==> config.mk <==
export PLATFORM = sky130hd
export DESIGN_NAME = hazard_control
export DESIGN_NICKNAME = d
export VERILOG_FILES = /design/src/rtl/hazard_control.sv
export SDC_FILE = /design/constraint.sdc
export NUM_CORES = 1
export LEC_CHECK = 0
export BUFFER_PORTS_ARGS = -buffer_cell sky130_fd_sc_hd__buf_4
export CORE_UTILIZATION = 49
export DETAILED_ROUTE_END_ITERATION = 8
export PLACE_DENSITY = 0.75
export SYNTH_ARGS = -nofsm -noshare
export SYNTH_HDL_FRONTEND = slang
export SYNTH_SLANG_ARGS = --single-unit
==> constraint.sdc <==
create_clock -name clk -period 3.1 [get_ports clk]
set_input_delay 0.93 -clock clk [delete_from_list [all_inputs] [get_ports clk]]
set_output_delay 0.93 -clock clk [all_outputs]
set_load 0.05 [all_outputs]
==> src/rtl/hazard_control.sv <==
// -----------------------------------------------------------------------------
// hazard_control
//
// Pipeline hazard controller sitting beside the decode stage. It tracks the
// destination registers of the instructions in flight (EX, MEM, WB) in a small
// shift-register scoreboard. It compares the decoding instruction's source
// registers against that scoreboard to detect read-after-write hazards, and it
// drives the pipeline stall / squash controls:
//   - RAW hazard     : hold fetch/decode and inject a bubble until the producer
//                      has retired from the scoreboard.
//   - taken jump     : squash the wrong-path instruction(s) for SQUASH_CYCLES.
//   - memory busy    : freeze the whole pipeline, including this block.
//
// Ports
//   clk            in   1      clock, rising edge
//   rst            in   1      asynchronous reset, active low
//   a0             in   5      source register 1 of the decoding instruction
//   a1             in   5      source register 2 of the decoding instruction
//   a2_hazard      in   5      destination register of the decoding instruction
//                              (0 = no register write)
//   jmp_taken      in   1      execute stage resolved a taken jump this cycle
//   mem_busy       in   1      memory not ready, whole pipeline freezes
//   stall          out  1      stall input of every pipeline latch
//   stall_fetch    out  1      hold PC and the fetch/decode instruction register
//   squash         out  1      bubble into the decode output latches
//   hazard_stalls  out  CNT_W  saturating count of RAW-stall cycles
// -----------------------------------------------------------------------------
module hazard_control #(
    parameter int DEPTH         = 3,
    parameter int SQUASH_CYCLES = 2,
    parameter int CNT_W         = 16
) (
    input  logic             clk,
    input  logic             rst,
    input  logic [4:0]       a0,
    input  logic [4:0]       a1,
    input  logic [4:0]       a2_hazard,
    input  logic             jmp_taken,
    input  logic             mem_busy,
    output logic             stall,
    output logic             stall_fetch,
    output logic             squash,
    output logic [CNT_W-1:0] hazard_stalls
);

    // Wide enough to hold SQUASH_CYCLES-1 for any SQUASH_CYCLES >= 1.
    localparam int SQ_W = $clog2(SQUASH_CYCLES) + 1;

    logic [4:0]      sb [DEPTH];   // sb[0] = EX, sb[DEPTH-1] = oldest (WB)
    logic [SQ_W-1:0] sq_cnt;       // remaining extra squash cycles after a jump
    logic            hazard;
    logic            flushing;

    // -------------------------------------------------------------------------
    // Same-cycle hazard detection and control outputs.
    // -------------------------------------------------------------------------
    always_comb begin
        // NOTE: every always_comb output gets a default first so no path
        // leaves it unassigned and no latch is inferred.
        hazard = 1'b0;
        for (int i = 0; i < DEPTH; i++) begin
            // Register x0 is hard-wired zero; reading it never depends on
            // an in-flight write.
            if ((a0 != 5'd0 && a0 == sb[i]) || (a1 != 5'd0 && a1 == sb[i]))
                hazard = 1'b1;
        end
    end

    assign flushing    = jmp_taken | (sq_cnt != '0);
    assign stall       = mem_busy;
    assign squash      = flushing | hazard;
    // A flush redirects the PC anyway, so the hazard's fetch hold is dropped.
    assign stall_fetch = mem_busy | (hazard & ~flushing);

    // -------------------------------------------------------------------------
    // Scoreboard shift, squash timer and stall counter. Everything holds while
    // memory is busy; a jump seen during that time is not acted on.
    // -------------------------------------------------------------------------
    always_ff @(posedge clk or negedge rst) begin
        if (!rst) begin
            // NOTE: the scoreboard is a handful of flops, not a RAM, and a
            // stale entry after reset would raise a false hazard, so every
            // entry is cleared.
            for (int i = 0; i < DEPTH; i++)
                sb[i] <= 5'd0;
            sq_cnt        <= '0;
            hazard_stalls <= '0;
        end else if (!mem_busy) begin
            // NOTE: non-blocking assignments let sb[i] take the old sb[i-1]
            // regardless of the order the loop writes them.
            sb[0] <= squash ? 5'd0 : a2_hazard;
            for (int i = 1; i < DEPTH; i++)
                sb[i] <= sb[i-1];

            if (jmp_taken)
                sq_cnt <= SQ_W'(SQUASH_CYCLES - 1);
            else if (sq_cnt != '0)
                sq_cnt <= sq_cnt - SQ_W'(1);

            if (hazard && !flushing && hazard_stalls != '1)
                hazard_stalls <= hazard_stalls + CNT_W'(1);
        end
    end

endmodule

==> key figures <==
Setup path
  • Reg2reg start: hazard_stalls[6]$_DFFE_PN0P_
  • CP Cell Sequence: buf_6, or4_4, nor2_4, a21oi_4, nor3_4, o21bai_4, buf_6
  • Slowest stage cell, crit path: or4_4
  • Most frequent CP cell: buf_6
  • Cell count of the worst reg-to-reg path: 7
  • Worst Path Max Fanout: 3
  • Setup crit end kind: primary output
  • WP data required: 2.17 ns
  • R2r setup slk: 0.74 ns
  • CP arrival: 2.35 ns
  • Reg-to-reg endpoint: hazard_stalls[1]$_DFFE_PN0P_
  • Startpoint types: primary input
  • Crit path buf inv count: 2
  • Setup CP Type: in -> out
  • Largest stage delay, worst path: 0.55 ns
  • CP top delay family: simple AND/OR/NAND/NOR gates

Floorplan
  • Initial Util: 51.5%
  • Die span in x: 64.0 microns
  • Site row count: 22
  • Die H: 64.0 microns
  • Io pins: 38
  • Die Area: 4100 sq um
  • Core area: 3660 sq um

Clock network
  • Post-CTS Hold Buffers: 0
  • Clock latency on the worst-skew pair: 0.28 ns
  • H-tree depth: 2
  • Clk sinks: 33
  • Clk slew on worst S/H paths: 0.07 ns
  • CTS buffer count: 5
  • TritonCTS clock tree: done
  • Clock root buffer: clkbuf_8
  • CTS Buffer Depth: 2

Run status
  • Outcome: finished, violations left
  • Failing checks: setup timing

Synth
  • Post-synthesis mux area share: 6.57%
  • Synth cell types: 36
  • Top cell type's share of synthesized area: 43.8%
  • Compound-Gate Fraction of Synth Area: 6.31%
  • Largest family of logic cells by synthesized area: XOR/XNOR gates
  • Synth async-reset ratio: 100%
  • Simple-Gate Fraction of Synth Area: 18.3%
  • Seq cells post-synth: 33
  • XOR/XNOR Fraction of Synth Area: 20.9%
  • Most used DFF post-synth: dfrtp_1
  • YS warnings: 0
  • Adder-cell share of the synthesized area: 1.33%
  • Synth area leaders: dfrtp_1 44%, xor2_1 14%, xnor2_1 6.5%
  • Synthesized net count: 190
  • Top cell type by total area after synthesis: dfrtp_1
  • Most common cell in the netlist: dfrtp_1
  • Cell count after synthesis: 169
  • EDFF count, synth: 0
  • Post-synth top cells: 33 x dfrtp_1, 31 x xor2_1, 14 x xnor2_1
  • Syn avg cell area: 11.1 sq um
  • Post-Syn Area: 1880 sq um
  • Seq/Total Area, Yosys: 43.8%

Timing
  • Fmax: 305 MHz
  • Total Neg Setup Slack: -0.352 ns
  • PnR worst setup slack: -0.179 ns
  • Worst-Margin Slew: 0.697 ns
  • Pins Over Slew Limit: 0
  • Skew final: 0.00811 ns
  • Headroom to the max-slew limit: 53.6%
  • Period utilisation layout: 106%
  • Post-layout min period: 3.28 ns
  • Final hold viol count: 0
  • Setup-failing EPs final: 2
  • RSZ-0062 raised after global routing: true

Drt
  • Drt initial violations: 44
  • Post-DRT Antenna Nets: 0
  • Vias: 1454
  • Wirelength, routed: 4070 microns
  • DRC viols: 0
  • DR pass1 iterations: 4
  • WL/cell: 15.3 microns
  • Vias per Instance: 5.45

Layout
  • Area Overhead vs Synth: 31.6%
  • Final net count: 239
  • Post-Layout Cell Count: 267
  • Final core utilization: 67.7%
  • Fraction of layout cells with a size suffix above 1: 38.4%
  • N_diodes: 0
  • Final Cell Area: 2480 sq um

Power and ir drop
  • LEAKAGE: 1.20 nW
  • Pwr/cell area: 531 nW/um^2
  • VDD IR-drop max: 0.000379 V

Placed design
  • Placed Instances: 259
  • DP HPWL: 2930 microns
  • Pre-CTS WS: -0.216 ns
  • Final Wtd Congestion: 0.899
  • I/O Buffers: 37
  • Cell Area, Placed: 2290 sq um

Hold path
  • Class of the worst hold path: reg -> reg
  • Hold path start: hazard_stalls[11]$_DFFE_PN0P_
  • Hold Path Sink: hazard_stalls[11]$_DFFE_PN0P_
  • Hold Crit Depth: 1

Global route
  • Vias in the first global route: 1492
  • Largest net degree at the start of global routing: 34
  • Overflow after GRT: 0
  • Initial antenna violation count: 0
  • Global-route wire length before repair: 6700 microns
  • GRT Overall Usage: 21.6%

Run
  • Maxcap violations: 0
logic make-up after synthesis:
| kind of cell | Yosys count |
|---|---|
| simple gates | 55 |
| xor+xnor | 45 |
| flops | 33 |
| compound gates | 14 |
| mux | 11 |
| buf+inv | 9 |
| fa+ha+maj | 2 |
timing repair:
item	in CTS	in global routing
endpoints found under the setup margin	2	2
buffers inserted	1	2
gates resized for setup	9	7
pin swaps	5	10
power breakdown:
part / internal [mW] / switching (mW) / leakage (nW)
registers: 0.477 / 0.0522 / 0.447
logic: 0.160 / 0.213 / 0.690
clock network: 0.262 / 0.153 / 0.0585
total: 0.900 / 0.418 / 1.20
layout make-up:
| cell class | instances | area, sq um |
|---|---|---|
| inverter | 4 | 15.0 |
| clock inverter | 1 | 30.0 |
| clock buffer | 7 | 86.3 |
| fill | 292 | 1180 |
| tap | 48 | 60.1 |
| sequential | 33 | 826 |
| timing repair buffer | 47 | 379 |
| multi-input combinational | 127 | 1080 |
stage by stage:
step | total power, mW | hold slack [ns]
after detailed placement | 0.889 | 0.486
after global placement | 0.870 | 0.473
after floorplan | 0.778 | 0.472
after CTS | 1.33 | 0.501
final | 1.32 | 0.495
after global routing | 1.39 | 0.527
metal layers:
| metal | up-vias | wire length (microns) | share of wire, % | track usage [%] |
|---|---|---|---|---|
| li1 | 686 | - | - | - |
| met1 | 704 | 1620 | 40 | 25.6 |
| met5 | - | 0 | 0 | 0 |
| met4 | 0 | 66 | 1.6 | 7.95 |
| met2 | 56 | 2160 | 53 | 37.9 |
| met3 | 8 | 225 | 5.5 | 4.82 |
worst max path at each step:
stage	depth (start not counted)	slack, ns	start	to
after detailed placement	7	-0.22	a1[1]	stall_fetch
after global placement	7	-0.19	a1[1]	stall_fetch
after CTS	10	-0.18	a1[1]	stall_fetch
final	7	-0.18	a1[3]	stall_fetch
after global routing	7	-0.22	a1[3]	stall_fetch
after floorplan	6	-0.12	a1[1]	stall_fetch
sequential cells by signal (all words and copies together), names as in the netlist:
register	count
sq_cnt	2
hazard_stalls	16
sb	15
cell usage in the layout (no fill, tap or decap), drive strengths merged, types with 7 or more instances in the layout:
| master | synthesis | routed |
|---|---|---|
| nand3 | 9 | 9 |
| buf | 3 | 47 |
| clkbuf | 2 | 7 |
| nor2 | 8 | 8 |
| nand2 | 8 | 8 |
| nor3 | 9 | 9 |
| xnor2 | 14 | 14 |
| xor2 | 31 | 31 |
| dfrtp | 33 | 33 |
| mux2 | 11 | 11 |
| nor4 | 7 | 7 |
Note: power is estimated with default switching activity, not from simulation.
